===== config.mk =====
export PLATFORM = sky130hd
export DESIGN_NAME = prb_cfg_loader
export DESIGN_NICKNAME = d
export VERILOG_FILES = /design/src/rtl/prb_cfg_loader.sv
export SDC_FILE = /design/constraint.sdc
export NUM_CORES = 1
export LEC_CHECK = 0
export ABC_AREA = 0
export CAP_MARGIN = 10
export CORE_MARGIN = 1.5
export CORE_UTILIZATION = 54
export CTS_CLUSTER_DIAMETER = 200
export DETAILED_ROUTE_END_ITERATION = 12
export PLACE_DENSITY = 0.75
export SLEW_MARGIN = 40
export SYNTH_ARGS = -nofsm -noshare
export SYNTH_HDL_FRONTEND = slang
export SYNTH_SLANG_ARGS = --single-unit

===== constraint.sdc =====
create_clock -name clk -period 2.1 [get_ports clk]
set_input_delay 0.315 -clock clk [delete_from_list [all_inputs] [get_ports clk]]
set_output_delay 0.315 -clock clk [all_outputs]
set_load 0.02 [all_outputs]

===== src/rtl/prb_cfg_loader.sv =====
// prb_cfg_loader: serialises acceptance-filter parameter sets into the
// parameter registry's byte-strobe protocol.
//
// A host hands over a complete set (11-bit mask, 11-bit code, 2-bit SJW) on a
// valid/ready handshake. One set can wait in a shadow register while another
// is being sent from the active register. Each set is sent as three
// single-cycle param_id strobes carrying one byte each. GAP_CYCLES idle cycles
// follow every strobe. A one-cycle done pulse then ends the load.
//
// Parameters:
//   GAP_CYCLES  idle cycles after each strobe (1..255)
//   CNT_W       width of load_count
//
// Ports:
//   clk         system clock, rising edge
//   reset       synchronous, active-low reset
//   cfg_valid   host offers a parameter set
//   cfg_ready   loader can accept a set (0 while reset is low)
//   cfg_mask    11-bit mask value
//   cfg_code    11-bit code value
//   cfg_sjw     2-bit SJW value
//   param_id    one-cycle strobe to the registry
//   data        registry byte, 8'h00 whenever param_id is low
//   busy        a load is in progress
//   done        one-cycle pulse at the end of each load
//   load_count  completed loads, wraps modulo 2^CNT_W
module prb_cfg_loader #(
  parameter int unsigned GAP_CYCLES = 4,
  parameter int unsigned CNT_W      = 8
) (
  input  logic             clk,
  input  logic             reset,
  input  logic             cfg_valid,
  output logic             cfg_ready,
  input  logic [10:0]      cfg_mask,
  input  logic [10:0]      cfg_code,
  input  logic [1:0]       cfg_sjw,
  output logic             param_id,
  output logic [7:0]       data,
  output logic             busy,
  output logic             done,
  output logic [CNT_W-1:0] load_count
);

  localparam int unsigned MASK_W = 11;
  localparam int unsigned CODE_W = 11;
  localparam int unsigned SJW_W  = 2;
  localparam int unsigned BYTE_W = 8;
  localparam int unsigned GAP_W  = 8;
  localparam int unsigned IDX_W  = 2;

  localparam logic [IDX_W-1:0] LAST_IDX = IDX_W'(2);
  localparam logic [GAP_W-1:0] GAP_LOAD = GAP_W'(GAP_CYCLES);

  typedef enum logic [1:0] {
    IDLE = 2'd0,
    SEND = 2'd1,
    GAP  = 2'd2,
    FIN  = 2'd3
  } state_t;

  state_t              state;
  logic [IDX_W-1:0]    idx;
  logic [GAP_W-1:0]    gap_cnt;

  logic [MASK_W-1:0]   shadow_mask;
  logic [CODE_W-1:0]   shadow_code;
  logic [SJW_W-1:0]    shadow_sjw;
  logic                shadow_full;

  logic [MASK_W-1:0]   act_mask;
  logic [CODE_W-1:0]   act_code;
  logic [SJW_W-1:0]    act_sjw;

  logic                accept;
  logic                take_shadow;

  // Selects one of the three registry bytes of a parameter set.
  function automatic logic [BYTE_W-1:0] pack_byte(
    input logic [MASK_W-1:0] mask,
    input logic [CODE_W-1:0] code,
    input logic [SJW_W-1:0]  sjw,
    input logic [IDX_W-1:0]  sel
  );
    logic [BYTE_W-1:0] b;
    b = '0;
    case (sel)
      2'd0:    b = mask[10:3];
      2'd1:    b = {mask[2:0], code[10:6]};
      default: b = {code[5:0], sjw};
    endcase
    return b;
  endfunction

  // Ready follows the shadow occupancy; reset forces it low combinationally
  // so no handshake can complete while the block is being cleared.
  assign cfg_ready = reset && !shadow_full;
  assign accept    = cfg_valid && cfg_ready;

  // A queued set starts as soon as the loader is between loads. Because
  // cfg_ready is low whenever the shadow is full, an accept can never
  // coincide with this transfer (that cycle is the one-cycle bubble).
  assign take_shadow = shadow_full && ((state == IDLE) || (state == FIN));

  // Loader FSM with registered strobe/data/busy/done outputs. Outputs are
  // set on the edge that enters a state so they line up with that state.
  always_ff @(posedge clk) begin
    if (!reset) begin
      state       <= IDLE;
      idx         <= '0;
      gap_cnt     <= '0;
      shadow_mask <= '0;
      shadow_code <= '0;
      shadow_sjw  <= '0;
      shadow_full <= 1'b0;
      act_mask    <= '0;
      act_code    <= '0;
      act_sjw     <= '0;
      param_id    <= 1'b0;
      data        <= '0;
      busy        <= 1'b0;
      done        <= 1'b0;
      load_count  <= '0;
    end else begin
      // Strobe and done are single-cycle; data is zero outside a strobe.
      param_id <= 1'b0;
      data     <= '0;
      done     <= 1'b0;

      // Host values are captured only here, at the handshake.
      if (accept) begin
        shadow_mask <= cfg_mask;
        shadow_code <= cfg_code;
        shadow_sjw  <= cfg_sjw;
        shadow_full <= 1'b1;
      end

      case (state)
        IDLE: begin
          busy <= 1'b0;
        end

        SEND: begin
          gap_cnt <= GAP_LOAD;
          state   <= GAP;
        end

        GAP: begin
          if (gap_cnt == GAP_W'(1)) begin
            if (idx < LAST_IDX) begin
              idx      <= idx + IDX_W'(1);
              state    <= SEND;
              param_id <= 1'b1;
              data     <= pack_byte(act_mask, act_code, act_sjw,
                                    idx + IDX_W'(1));
            end else begin
              state <= FIN;
              done  <= 1'b1;
            end
          end else begin
            gap_cnt <= gap_cnt - GAP_W'(1);
          end
        end

        FIN: begin
          load_count <= load_count + CNT_W'(1);
          state      <= IDLE;
          busy       <= 1'b0;
        end

        default: begin
          state <= IDLE;
          busy  <= 1'b0;
        end
      endcase

      // Shadow-to-active transfer from IDLE or FIN; issues byte0 directly
      // so the first strobe lands in the cycle after the transfer.
      if (take_shadow) begin
        act_mask    <= shadow_mask;
        act_code    <= shadow_code;
        act_sjw     <= shadow_sjw;
        shadow_full <= 1'b0;
        idx         <= '0;
        state       <= SEND;
        busy        <= 1'b1;
        param_id    <= 1'b1;
        data        <= pack_byte(shadow_mask, shadow_code, shadow_sjw,
                                 IDX_W'(0));
      end
    end
  end

endmodule

; After elaboration in Yosys (flattened, before gate mapping)
; Index checks and enable logic that the tools add are counted.
[word_totals]
out_inout_bits = 20
regBits = 80
inputBits = 27
[classes]
n_mux = 18
bitwise_logic = 1
n_eq_ne = 8
add_sub_neg = 3
reduce_logical = 18
magnitude_cmp = 1
[ops]
columns = cell, n
row1 = 8-bit two-way mux, 5
row2 = 8-bit one-hot mux with 2 select lines, 2
row3 = 8-bit by 1-bit adder with 8-bit output (second input constant), 1
row4 = 8-bit by 1-bit == test with 1-bit output (second input constant), 1
row5 = 1-bit two-way mux, 8
row6 = 8-bit by 1-bit subtractor with 8-bit output (second input constant), 1
row7 = 2-bit one-hot mux with 3 select lines, 1
row8 = 2-bit AND reduction, 3
row9 = 3-bit AND reduction, 2
row10 = 2-bit by 1-bit == test with 1-bit output (second input constant), 2
row11 = 2-bit == test (second input constant), 2
row12 = 2-bit zero test, 2
row13 = 2-bit two-way mux, 2
row14 = 2-bit != test (second input constant), 2
row15 = 2-bit nonzero test, 2
row16 = 4-bit nonzero test, 1
row17 = 2-bit OR reduction, 2
row18 = 1-bit logical AND, 3
row19 = 3-bit != test (second input constant), 1
row20 = 3-bit nonzero test, 1
row21 = 2-bit by 1-bit adder with 2-bit output (second input constant), 1
row22 = 2-bit less-than comparator (second input constant), 1
row23 = 1-bit zero test, 1
row24 = 1-bit logical OR, 1
row25 = 1-bit inverter, 1

; Logic depth before layout (Yosys ltp)
[depth]
ltp_word = 7
depth_mapped = 7

; Worst setup path before layout
; OpenSTA, ideal clock, no wires.
[synth_timing]
path_kind = flip-flop to flip-flop
start = register state[0]
end = register data[0]
path_stages_with_launch = 8
n_path_buf = 1
required_time_ns = 2.033
path_slack_ns = 0.239
arrival_time_ns = 1.794
cell_sequence = dfxtp_1 inv_1 ha_1 nand2_1 nand2_1 or4_1 buf_6 o21ai_2
[synth_between]
elab_chain_len = 4
word_cells_on_any_way = 7
cone_classes = 2 x eq/ne / 2 x mux / 3 x reduce/logical
[synth_lines]
columns = element, line
row1 = "start, declared", 62  ; state_t state;
row2 = "start signal, assigned", 109  ; state <= IDLE;
row3 = "start signal, assigned", 145  ; state <= GAP;
row4 = "start signal, assigned", 152  ; state <= SEND;
row5 = 2-bit == test or 2-bit zero test (tied branches), 103  ; assign take_shadow = shadow_full && ((state == IDLE) || (state == FIN));
row6 = 1-bit logical OR, 103
row7 = 1-bit logical AND, 103
row8 = 8-bit two-way mux *, 179  ; if (take_shadow) begin
row9 = "end signal, assigned", 154  ; data <= pack_byte(act_mask, act_code, act_sjw,
row10 = "end signal, assigned", 188  ; data <= pack_byte(shadow_mask, shadow_code, shadow_sjw,
row11 = "end, declared", 39  ; output logic [7:0] data,
; Mark *: on every way between the ends. The rest lies on a longest branch, timed or not.
; A chain may end at the register's enable or synchronous reset.

; Final worst setup path
[layout_timing]
start = register gap_cnt[1]
end = register gap_cnt[2]
[layout_between]
elab_chain_len = 3
word_cells_on_any_way = 6
cone_classes = 1 x add/sub / 2 x eq/ne / 2 x mux / 1 x reduce/logical
[layout_lines]
columns = element, line
row1 = "start, declared", 64  ; logic [GAP_W-1:0] gap_cnt;
row2 = "start signal, assigned", 161  ; gap_cnt <= gap_cnt - GAP_W'(1);
row3 = 8-bit by 1-bit subtractor with 8-bit output or 8-bit by 1-bit == test with 1-bit output (tied branches), "161, 149"
row4 = 8-bit two-way mux or 2-bit != test (tied branches), --
row5 = 8-bit one-hot mux with 2 select lines or 2-bit AND reduction (tied branches), --
; Several ways; a longest one is shown, not always the timed one. The select of a mux whose other input is x is not followed.

==> reports/qor.txt <==
CTS Sinks: 80
Remaining routing DRC violations: 0
Die X: 81.5 µm
Tcrit/Tclk final: 0.895
Clock network power share: 0.329
Actual slew at the worst max-slew pin: 0.508 ns
Crit path cell chain: inv_1 > ha_1 > or4bb_1 > o22ai_2 > a21oi_1 > o211a_1
Antenna Cells: 0
PnR worst setup slack: 0.220 ns
DR iter-0 viols: 188
FF/Latch Area: 1600 µm²
Data arrival, critical path: 2.11 ns
Pwr dens: 838 nW/µm²
Total CTS buffers: 9
IO Pins: 47
Initial antenna violation count: 0
Rel. slew slack: 0.661
Root Buffer: clkbuf_8
Setup bufs post-CTS: 0
Post-route ant nets: 0
Die area: 6640 µm²
Dpl ws: 0.0762 ns
Largest stage delay, worst path: 0.45 ns
Global-route wire length before repair: 11,200 µm
RD Place Congestion: 0.773
Vias in the first global route: 2,436
Yosys top cell by area: dfxtp_1
Clock tree buffer depth: 2
Distinct cells, synth: 40
WHS Path Cells: 2
Synth Area per Inst: 8.34 µm²
Max Slew Vio Count: 0
Nets: 472
IO buf count: 46
Post-synth top flop: dfxtp_1
Tot Pwr: 3.37 mW
CP Class: reg -> reg
Post-route cell area: 4030 µm²
GRT Overall Usage: 0.219
Critical path startpoint category: flop
Final Skew: 0.00668 ns
Mapped Nets: 434
NetSw: 0.892 mW
Yosys top cell area share: 0.481
Syn Inst Count: 399
R2R cell count: 6
Final hold violations: 0
Pleak: 1.48 nW
H-tree depth: 3
Drt via density: 5.15
Area growth syn-to-layout: 21.0%
Ys async rst share: 0
Die H: 81.5 µm
Synth area leaders: dfxtp_1 48%, nand2_1 13%, a21boi_0 6.3%
Fmax: 532 MHz
Num rows: 28
CTS tree: done
WL final: 6500 µm
Worst path slowest cell: or4bb_1
Clock Pin Slew Worst Setup and Hold Paths: 0.07 ns
Largest net degree at the start of global routing: 49
Max-cap violations: 0
Fill count: 502
Sequential fraction of the synthesis area: 0.481
Outcome: finished, final reports clean
Post-synth EDFFs: 0
Req. time, crit path: 2.33 ns
Fin crit period: 1.88 ns
Area after DPL: 3820 µm²
Dpl hpwl: 4450 µm
Ys Warns: 0
DR WL/cell: 12.6 µm
CP max FO: 13
Top cells by instance count after synthesis: 115 x nand2_1, 80 x dfxtp_1, 30 x o21ai_0, 28 x a21boi_0, 23 x clkbuf_1
Sw Ratio: 0.264
Layout cells sized above 1: 0.0837
Maximum vdd drop: 0.512 mV
Sequential Power Share: 0.507
Initial core utilization: 0.562
Logic gate share of total power: 0.163
Setup crit end kind: flop
Setup TNS: 0 ns
Count leader, synth: nand2_1
Register-to-register setup slack: 0.22 ns
Hold WS: 0.329 ns
Clock latency on the worst-skew pair: 0.34 ns
Setup Viol. Count Final: 0
Hold Path Class: in -> reg
Final global-route overflow total: 0
Yosys reg bits: 80
Int Pwr: 2.48 mW
First-pass DRT Iterations: 4
DR vias: 2,665
Core footprint: 5920 µm²
Multi-input logic area: 1590 µm²
Cell area after synthesis: 3330 µm²
RSZ-0062 raised after global routing: false
[logic make-up after synthesis]
group	count (synthesis)	share of synthesized area
simple gates	167	0.226
buf+inv	36	0.0432
compound gates	99	0.194
xor+xnor	6	0.0158
mux	3	0.00940
flops	80	0.481
fa+ha+maj	8	0.0301
[flip-flops by register name, indices dropped and copies added, names as in the netlist]
name and flops:
act_code 11, act_mask 11, shadow_code 11, shadow_mask 11, data 8, gap_cnt 8
load_count 8, act_sjw 2, idx 2, shadow_sjw 2, state 2, busy 1
done 1, param_id 1, shadow_full 1
[placed cells by master, fill, tap and decap left out, drive strengths merged, types with 5 or more instances in the layout]
| master | n |
|---|---|
| a21boi | 29 |
| inv | 10 |
| clkbuf | 13 |
| a22oi | 8 |
| xnor2 | 5 |
| ha | 8 |
| a21oi | 17 |
| dfxtp | 80 |
| o21ai | 38 |
| or3 | 8 |
| nand2 | 115 |
| nor2 | 12 |
| clkdlybuf4s50 | 45 |
| and2 | 8 |
| buf | 8 |
[power by group through the flow]
stage          combinational [mW]  sequential [mW]  clock [mW]
6_report                    0.551             1.71        1.11
5_1_grt                     0.628             1.73        1.20
4_1_cts                     0.555             1.71        1.14
3_5_place_dp                0.550             1.74           0
3_3_place_gp                0.543             1.74           0
2_1_floorplan               0.394             1.73           0
[critical path, delay by kind of cell, from the launching register on]
family                     cells  cell delay, ns
DFF                            1            0.32
buffers and inverters          1            0.10
AOI/OAI and AO/OA              3            0.67
and+or+nand+nor                1            0.45
adders and majority gates      1            0.23
[metrics by stage]
step                      utilization  instances
after floorplan                     -        399
after global placement          0.646        501
after detailed placement        0.646        501
after CTS                       0.679        517
after global routing            0.680        517
final                           0.680        517
[final cells by class]
class	count	area share
sequential	80	0.398
timing repair buffer	53	0.126
clock buffer	13	0.0395
multi-input combinational	283	0.394
tap	75	0.0233
clock inverter	3	0.00995
inverter	10	0.00933
[final timing paths]
kind | startpoint | to
setup / recovery | gap_cnt[1] | gap_cnt[2]
hold / removal | reset | state[0]
setup reg to reg | gap_cnt[1] | gap_cnt[2]
hold reg to reg | shadow_code[10] | shadow_code[10]
[layer usage]
metal | up-vias | routed length, µm | global-route usage
met4 | 0 | 96 | 0.0931
met2 | 57 | 2760 | 0.317
met5 | - | 0 | 0
met1 | 1188 | 3330 | 0.318
met3 | 11 | 309 | 0.0422
li1 | 1409 | - | -
[timing repair]
item | 4_1_cts | 5_1_grt
setup endpoints to repair | 0 | 8
hold buffers | 0 | 0
resized for setup | 0 | 1
Power figures use the tool's default switching activity.
